**config.mk**
```make
export PLATFORM = sky130hd
export DESIGN_NAME = mem_stage
export DESIGN_NICKNAME = d
export VERILOG_FILES = /design/src/rtl/mem_stage_pkg.sv /design/src/rtl/mem_stage_lane_align.sv /design/src/rtl/mem_stage.sv
export SDC_FILE = /design/constraint.sdc
export NUM_CORES = 1
export LEC_CHECK = 0
export ABC_CLOCK_PERIOD_IN_PS = 2570
export CAP_MARGIN = 40
export CORE_ASPECT_RATIO = 0.8
export CORE_MARGIN = 5
export CORE_UTILIZATION = 46
export CTS_CLUSTER_DIAMETER = 150
export DETAILED_ROUTE_END_ITERATION = 6
export PLACE_DENSITY = 0.77
export SLEW_MARGIN = 20
export SYNTH_ARGS = -nofsm -noshare
export SYNTH_HDL_FRONTEND = slang
export SYNTH_HIERARCHICAL = 1
export SYNTH_SLANG_ARGS = --single-unit
```
**constraint.sdc**
```tcl
create_clock -name clk -period 2.57 [get_ports clk]
set_input_delay 0.514 -clock clk [delete_from_list [all_inputs] [get_ports clk]]
set_output_delay 0.514 -clock clk [all_outputs]
set_load 0.01 [all_outputs]
```
**src/rtl/mem_stage_pkg.sv**
```systemverilog
// Shared definitions for the memory-access stage.
// Memory op codes, access sizes, FSM states, lane-mask helpers.
package mem_stage_pkg;

    localparam logic [1:0] MEM_NONE  = 2'b00;
    localparam logic [1:0] MEM_LOAD  = 2'b01;
    localparam logic [1:0] MEM_STORE = 2'b10;

    localparam logic [1:0] SZ_B = 2'b00;
    localparam logic [1:0] SZ_H = 2'b01;
    localparam logic [1:0] SZ_W = 2'b10;
    localparam logic [1:0] SZ_D = 2'b11;

    localparam logic [1:0] ST_IDLE = 2'd0;
    localparam logic [1:0] ST_REQ  = 2'd1;
    localparam logic [1:0] ST_RESP = 2'd2;

    function automatic logic [7:0] lane_mask(input logic [1:0] size);
        logic [7:0] m;
        unique case (size)
            SZ_B:    m = 8'h01;
            SZ_H:    m = 8'h03;
            SZ_W:    m = 8'h0F;
            default: m = 8'hFF;
        endcase
        return m;
    endfunction

    function automatic logic misaligned(
        input logic [2:0] off,
        input logic [1:0] size
    );
        logic r;
        unique case (size)
            SZ_B:    r = 1'b0;
            SZ_H:    r = off[0];
            SZ_W:    r = |off[1:0];
            default: r = |off;
        endcase
        return r;
    endfunction

endpackage

```
**src/rtl/mem_stage_lane_align.sv**
```systemverilog
// Byte-lane alignment for the memory stage.
// Store shift/mask and load extract with sign/zero extension.
module mem_lane_align
    import mem_stage_pkg::*;
(
    input  logic [2:0]  off,
    input  logic [2:0]  funct3,
    input  logic [63:0] st_data,
    input  logic [63:0] ld_raw,
    output logic [63:0] wdata,
    output logic [7:0]  wmask,
    output logic [63:0] ld_data
);

    logic [1:0]  size;
    logic        uns;
    logic [63:0] ld_shift;

    assign size = funct3[1:0];
    assign uns  = funct3[2];

    // Lanes past byte 7 fall off the top of the shifts.
    always_comb begin
        wmask    = lane_mask(size) << off;
        wdata    = st_data << {off, 3'b000};
        ld_shift = ld_raw >> {off, 3'b000};
        ld_data  = ld_shift;
        unique case (size)
            SZ_B: ld_data = uns ?
                {56'b0, ld_shift[7:0]} :
                {{56{ld_shift[7]}}, ld_shift[7:0]};
            SZ_H: ld_data = uns ?
                {48'b0, ld_shift[15:0]} :
                {{48{ld_shift[15]}}, ld_shift[15:0]};
            SZ_W: ld_data = uns ?
                {32'b0, ld_shift[31:0]} :
                {{32{ld_shift[31]}}, ld_shift[31:0]};
            default: ld_data = ld_shift;
        endcase
    end

endmodule

```
**src/rtl/mem_stage.sv**
```systemverilog
// Memory-access stage: one load/store per beat over dmem.
// Optional MEM_MISALIGN_CHK_EN flags misaligned accesses.
module mem_stage
    import mem_stage_pkg::*;
#(
    parameter int XLEN    = 64,
    parameter int DMEM_AW = 64
) (
    input  logic               clk,
    input  logic               rst,
    input  logic               in_valid,
    output logic               in_ready,
    input  logic [XLEN-1:0]    in_alu_result,
    input  logic [DMEM_AW-1:0] in_ram_addr,
    input  logic [XLEN-1:0]    in_src2,
    input  logic [1:0]         in_mem_op,
    input  logic [2:0]         in_funct3,
    input  logic [4:0]         in_rd,
    input  logic               in_rf_wen,
    output logic               dmem_req_valid,
    input  logic               dmem_req_ready,
    output logic               dmem_req_we,
    output logic [DMEM_AW-1:0] dmem_req_addr,
    output logic [XLEN-1:0]    dmem_req_wdata,
    output logic [7:0]         dmem_req_wmask,
    input  logic               dmem_resp_valid,
    input  logic [XLEN-1:0]    dmem_resp_rdata,
    output logic               wb_valid,
    output logic [4:0]         wb_rd,
    output logic               wb_wen,
    output logic [XLEN-1:0]    wb_data,
    output logic               misalign_err
);

    logic [1:0]         state;
    logic               r_store;
    logic [DMEM_AW-1:0] r_addr;
    logic [XLEN-1:0]    r_src2;
    logic [XLEN-1:0]    r_alu;
    logic [2:0]         r_funct3;
    logic [4:0]         r_rd;
    logic               r_wen;

    logic               accept;
    logic               is_mem;
    logic               misal;
    logic               req_on;
    logic [XLEN-1:0]    st_wdata;
    logic [7:0]         st_wmask;
    logic [XLEN-1:0]    ld_data;

    assign in_ready = (state == ST_IDLE);
    assign accept   = in_valid & in_ready;
    assign is_mem   = (in_mem_op == MEM_LOAD) |
                      (in_mem_op == MEM_STORE);

`ifdef MEM_MISALIGN_CHK_EN
    logic err_q;

    assign misal = is_mem &
        misaligned(in_ram_addr[2:0], in_funct3[1:0]);

    // One-cycle error pulse alongside the suppressed writeback.
    always_ff @(posedge clk) begin
        if (rst) err_q <= 1'b0;
        else     err_q <= accept & misal;
    end

    assign misalign_err = err_q;
`else
    assign misal        = 1'b0;
    assign misalign_err = 1'b0;
`endif

    mem_lane_align u_align (
        .off     (r_addr[2:0]),
        .funct3  (r_funct3),
        .st_data (r_src2),
        .ld_raw  (dmem_resp_rdata),
        .wdata   (st_wdata),
        .wmask   (st_wmask),
        .ld_data (ld_data)
    );

    // Request fields come straight from the latched beat while in REQ.
    assign req_on         = (state == ST_REQ);
    assign dmem_req_valid = req_on;
    assign dmem_req_we    = req_on & r_store;
    assign dmem_req_addr  = req_on ?
        {r_addr[DMEM_AW-1:3], 3'b000} : '0;
    assign dmem_req_wdata = (req_on & r_store) ? st_wdata : '0;
    assign dmem_req_wmask = (req_on & r_store) ? st_wmask : '0;

    // Sequencer: IDLE -> REQ -> (RESP) -> IDLE with writeback pulse.
    always_ff @(posedge clk) begin
        if (rst) begin
            state    <= ST_IDLE;
            r_store  <= 1'b0;
            r_addr   <= '0;
            r_src2   <= '0;
            r_alu    <= '0;
            r_funct3 <= '0;
            r_rd     <= '0;
            r_wen    <= 1'b0;
            wb_valid <= 1'b0;
            wb_rd    <= '0;
            wb_wen   <= 1'b0;
            wb_data  <= '0;
        end else begin
            wb_valid <= 1'b0;
            wb_wen   <= 1'b0;
            case (state)
                ST_IDLE: begin
                    if (accept) begin
                        if (!is_mem || misal) begin
                            wb_valid <= 1'b1;
                            wb_rd    <= in_rd;
                            wb_data  <= in_alu_result;
                            wb_wen   <= ~misal & in_rf_wen &
                                        (in_rd != 5'd0);
                        end else begin
                            state    <= ST_REQ;
                            r_store  <= (in_mem_op == MEM_STORE);
                            r_addr   <= in_ram_addr;
                            r_src2   <= in_src2;
                            r_alu    <= in_alu_result;
                            r_funct3 <= in_funct3;
                            r_rd     <= in_rd;
                            r_wen    <= in_rf_wen;
                        end
                    end
                end
                ST_REQ: begin
                    if (dmem_req_ready) begin
                        if (r_store) begin
                            state    <= ST_IDLE;
                            wb_valid <= 1'b1;
                            wb_rd    <= r_rd;
                            wb_data  <= r_alu;
                        end else begin
                            state <= ST_RESP;
                        end
                    end
                end
                ST_RESP: begin
                    if (dmem_resp_valid) begin
                        state    <= ST_IDLE;
                        wb_valid <= 1'b1;
                        wb_rd    <= r_rd;
                        wb_data  <= ld_data;
                        wb_wen   <= r_wen & (r_rd != 5'd0);
                    end
                end
                default: state <= ST_IDLE;
            endcase
        end
    end

endmodule

```
==> impl_metrics.py <==
metrics = {
    "synthesis": {
        "ys_top_cells_by_count": "541 x nand2_1, 300 x a21oi_1, 275 x dfxtp_1, 109 x mux2i_1, 104 x clkbuf_1",
        "yosys-top-cells-area": "dfxtp_1 34%, nand2_1 12%, a21oi_1 9.2%, mux2i_1 6.7%, o2111ai_1 3.5%",
        "yosysSeqAreaShare_pct": 33.8,
        "synth.distinct_cells": 51,
        "synth_area_um2": 16300,
        "ys.flop_type": "dfxtp_1",
        "synthArstFlopShare_pct": 0,
        "yosys.area.top_type_share_pct": 33.8,
        "ys_warn_count": 6,
        "synth_edf_count": 0,
        "yosysMostFrequentCell": "nand2_1",
        "syn_inst": 2150,
        "synth_top_area_cell": "dfxtp_1",
        "avgSynthCellArea_um2": 7.59,
        "synth.ff_latch_count": 275,
    },
    "floorplan": {
        "start_util_pct": 46.8,
        "die_w_um": 221,
        "die_y_um": 178,
        "pin_count": 483,
        "rows": 61,
        "core_area_um2": 34900,
        "die_area_um2": 39300,
    },
    "sta": {
        "setup_viol": 130,
        "finClkSkew_ns": 0.0363,
        "worst_pin_slew_ns": 0.979,
        "rsz0062_at_grt": "true",
        "finalHoldViolations": 0,
        "hold-worst-slack_ns": 0.449,
        "timing.fmax_mhz": 335,
        "relSlewSlack_pct": 34.7,
        "period_needed_ns": 2.98,
        "maxSlewViolCount": 0,
        "fin_crit_sh_pct": 116,
        "setup_ws_ns": -0.411,
    },
    "clock_network": {
        "cts_max_level": 1,
        "cts_tree": "built",
        "root_buffer": "clkbuf_16",
        "clk_latency_ns": 0.61,
        "clkSinkCount": 275,
        "postCtsHoldBufs": 0,
        "cts_buffers": 30,
        "clk_pin_slew_ns": 0.06,
        "clock_tree.buffer_depth": 3,
    },
    "final_layout": {
        "final_nets": 3006,
        "area_growth_pct": 62.8,
        "drive_gt1_share_pct": 29.3,
        "stdcell_area_um2": 26500,
        "fin_cells": 3238,
        "postLayoutCoreUtil_pct": 76.1,
        "fillers": 2426,
    },
    "global_route": {
        "grt_pass1_vias": 18097,
        "grt_max_degree": 79,
        "grt_usage_pct": 36.0,
        "antenna_found_initial": 19,
        "globalRoute.totalOverflow": 0,
        "grt_pass1_wl_mm": 111,
    },
    "setup_path": {
        "cp_slowest_cell": "dfxtp_4",
        "cp-end-kind": "output pin",
        "path_max_fanout": 6,
        "arrival_ns": 2.47,
        "crit_type": "reg2out",
        "worst_setup_path_start_kind": "register",
        "max_stage_delay_ns": 0.44,
        "critPathRequiredTime_ns": 2.06,
        "path_cells": "buf_4 -> buf_6 -> buf_6 -> buf_4 -> mux2i_1 -> nand2_1 -> o21ai_1 -> mux2i_1 -> and3_1 -> buf_2",
    },
    "placement": {
        "place_inst": 3028,
        "place.gp.congestion": 0.977,
        "dp_hpwl_mm": 51.5,
        "place_area_um2": 22200,
        "io_buffer_count": 478,
    },
    "run_status": {
        "violations": "negative setup slack",
        "status": "finished, violations left",
    },
    "routing": {
        "wl_mm": 83.7,
        "first_pass_iters": 6,
        "dr.first_iter.drc_count": 3311,
        "met1Wirelength_mm": 30.5,
        "viasPerCell": 6.34,
        "postRouteAntennaNets": 0,
        "route.met2.wl_mm": 36.9,
        "drc_errors": 0,
        "wl_per_cell_um": 25.9,
        "vias": 20537,
        "top_layer_used": "met5",
        "wl_met3_mm": 11.4,
    },
    "power": {
        "total_power_mw": 15.3,
        "ir_drop_mv": 0.535,
        "p_leak_nw": 10.1,
        "powerDensity_nw_per_um2": 578,
    },
    "hold_path": {
        "worstHoldPathType": "in2reg",
    },
    "run": {
        "maxCapViolCount": 0,
    },
}
sequential cells by signal, indices dropped and copies added (netlist names):
register and flops:
r_alu 64, r_wen 1, r_funct3 3, wb_rd 5, r_addr 64, r_rd 5, r_src2 64, r_store 1
wb_valid 1, wb_wen 1, wb_data 64, state 2
cell usage in the layout, fill, tap and decap left out, types with 40 or more instances in the layout:
cell type,Yosys,final
dfxtp_1,275,267
and2_1,70,66
clkbuf_16,0,47
buf_12,0,48
buf_4,27,154
and3_1,74,49
a21oi_1,300,277
buf_6,16,87
o21ai_0,93,64
clkdlybuf4s50_1,0,342
mux2i_1,109,80
mux2_2,48,40
nand2_1,541,534
buf_2,77,68
a22oi_1,65,42
stage by stage:
| step | setup slack (ns) | TNS (ns) |
|---|---|---|
| floorplan | 0.446 | 0 |
| finish | -0.411 | -21.85 |
| CTS | -0.352 | -15.43 |
| detailed placement | -0.148 | -2.39 |
| global route | -0.421 | -27.42 |
| global placement | -0.132 | -1.24 |
final timing paths:
| path | start | end | slack [ns] | cells past startpoint |
|---|---|---|---|---|
| worst max register to register | r_addr[1] | wb_data[63] | -0.23 | 16 |
| worst min-delay path | rst | wb_data[39] | 0.45 | 2 |
| worst max-delay path | r_addr[1] | dmem_req_wdata[52] | -0.41 | 10 |
| worst min register to register | r_addr[9] | r_addr[9] | 0.45 | 2 |
per-layer routing:
metal  up-vias  track usage (%)
met3       398             9.52
met1      9672             48.6
met5         -                0
met2      1687             56.6
li1       8758                -
met4        22             11.4
what timing repair did:
action / in CTS / in global routing
resized for setup: 596 / 359
cloned: 10 / 20
pin swaps: 54 / 163
setup buffers: 63 / 63
endpoints found under the setup margin: 153 / 180
area by class of cell:
cell class,count,area [µm²],area share (%)
sequential,275,5520,20.8
antenna,13,32.5,0.123
timing repair buffer,777,7980,30.1
clock inverter,16,308,1.16
tap,472,591,2.22
inverter,5,18.8,0.0707
clock buffer,40,890,3.35
multi-input combinational,1640,11200,42.2
power by group:
group          leakage [nW]  internal, mW  switching [mW]
clock                 0.589          3.24            1.94
sequential             2.25          4.62           0.299
combinational          7.29          2.42            2.82
cell families (layout without fill, tap and decap cells):
| family | after synthesis | in the layout | synth area share, % |
|---|---|---|---|
| adders and majority gates | 5 | 5 | 0.384 |
| muxes | 179 | 179 | 12.8 |
| other | 1 | 17 | 0.0230 |
| DFF | 275 | 275 | 33.8 |
| buffers and inverters | 239 | 838 | 7.45 |
| AOI/OAI and AO/OA | 610 | 610 | 22.6 |
| and+or+nand+nor | 841 | 842 | 23.1 |
critical path, delay by kind of cell (launching register included):
| family | cells | cell delay (ns) |
|---|---|---|
| mux | 2 | 0.41 |
| compound gates | 1 | 0.09 |
| simple gates | 2 | 0.29 |
| flops | 1 | 0.44 |
| buf+inv | 5 | 0.62 |
(Power assumes the default switching activity.)
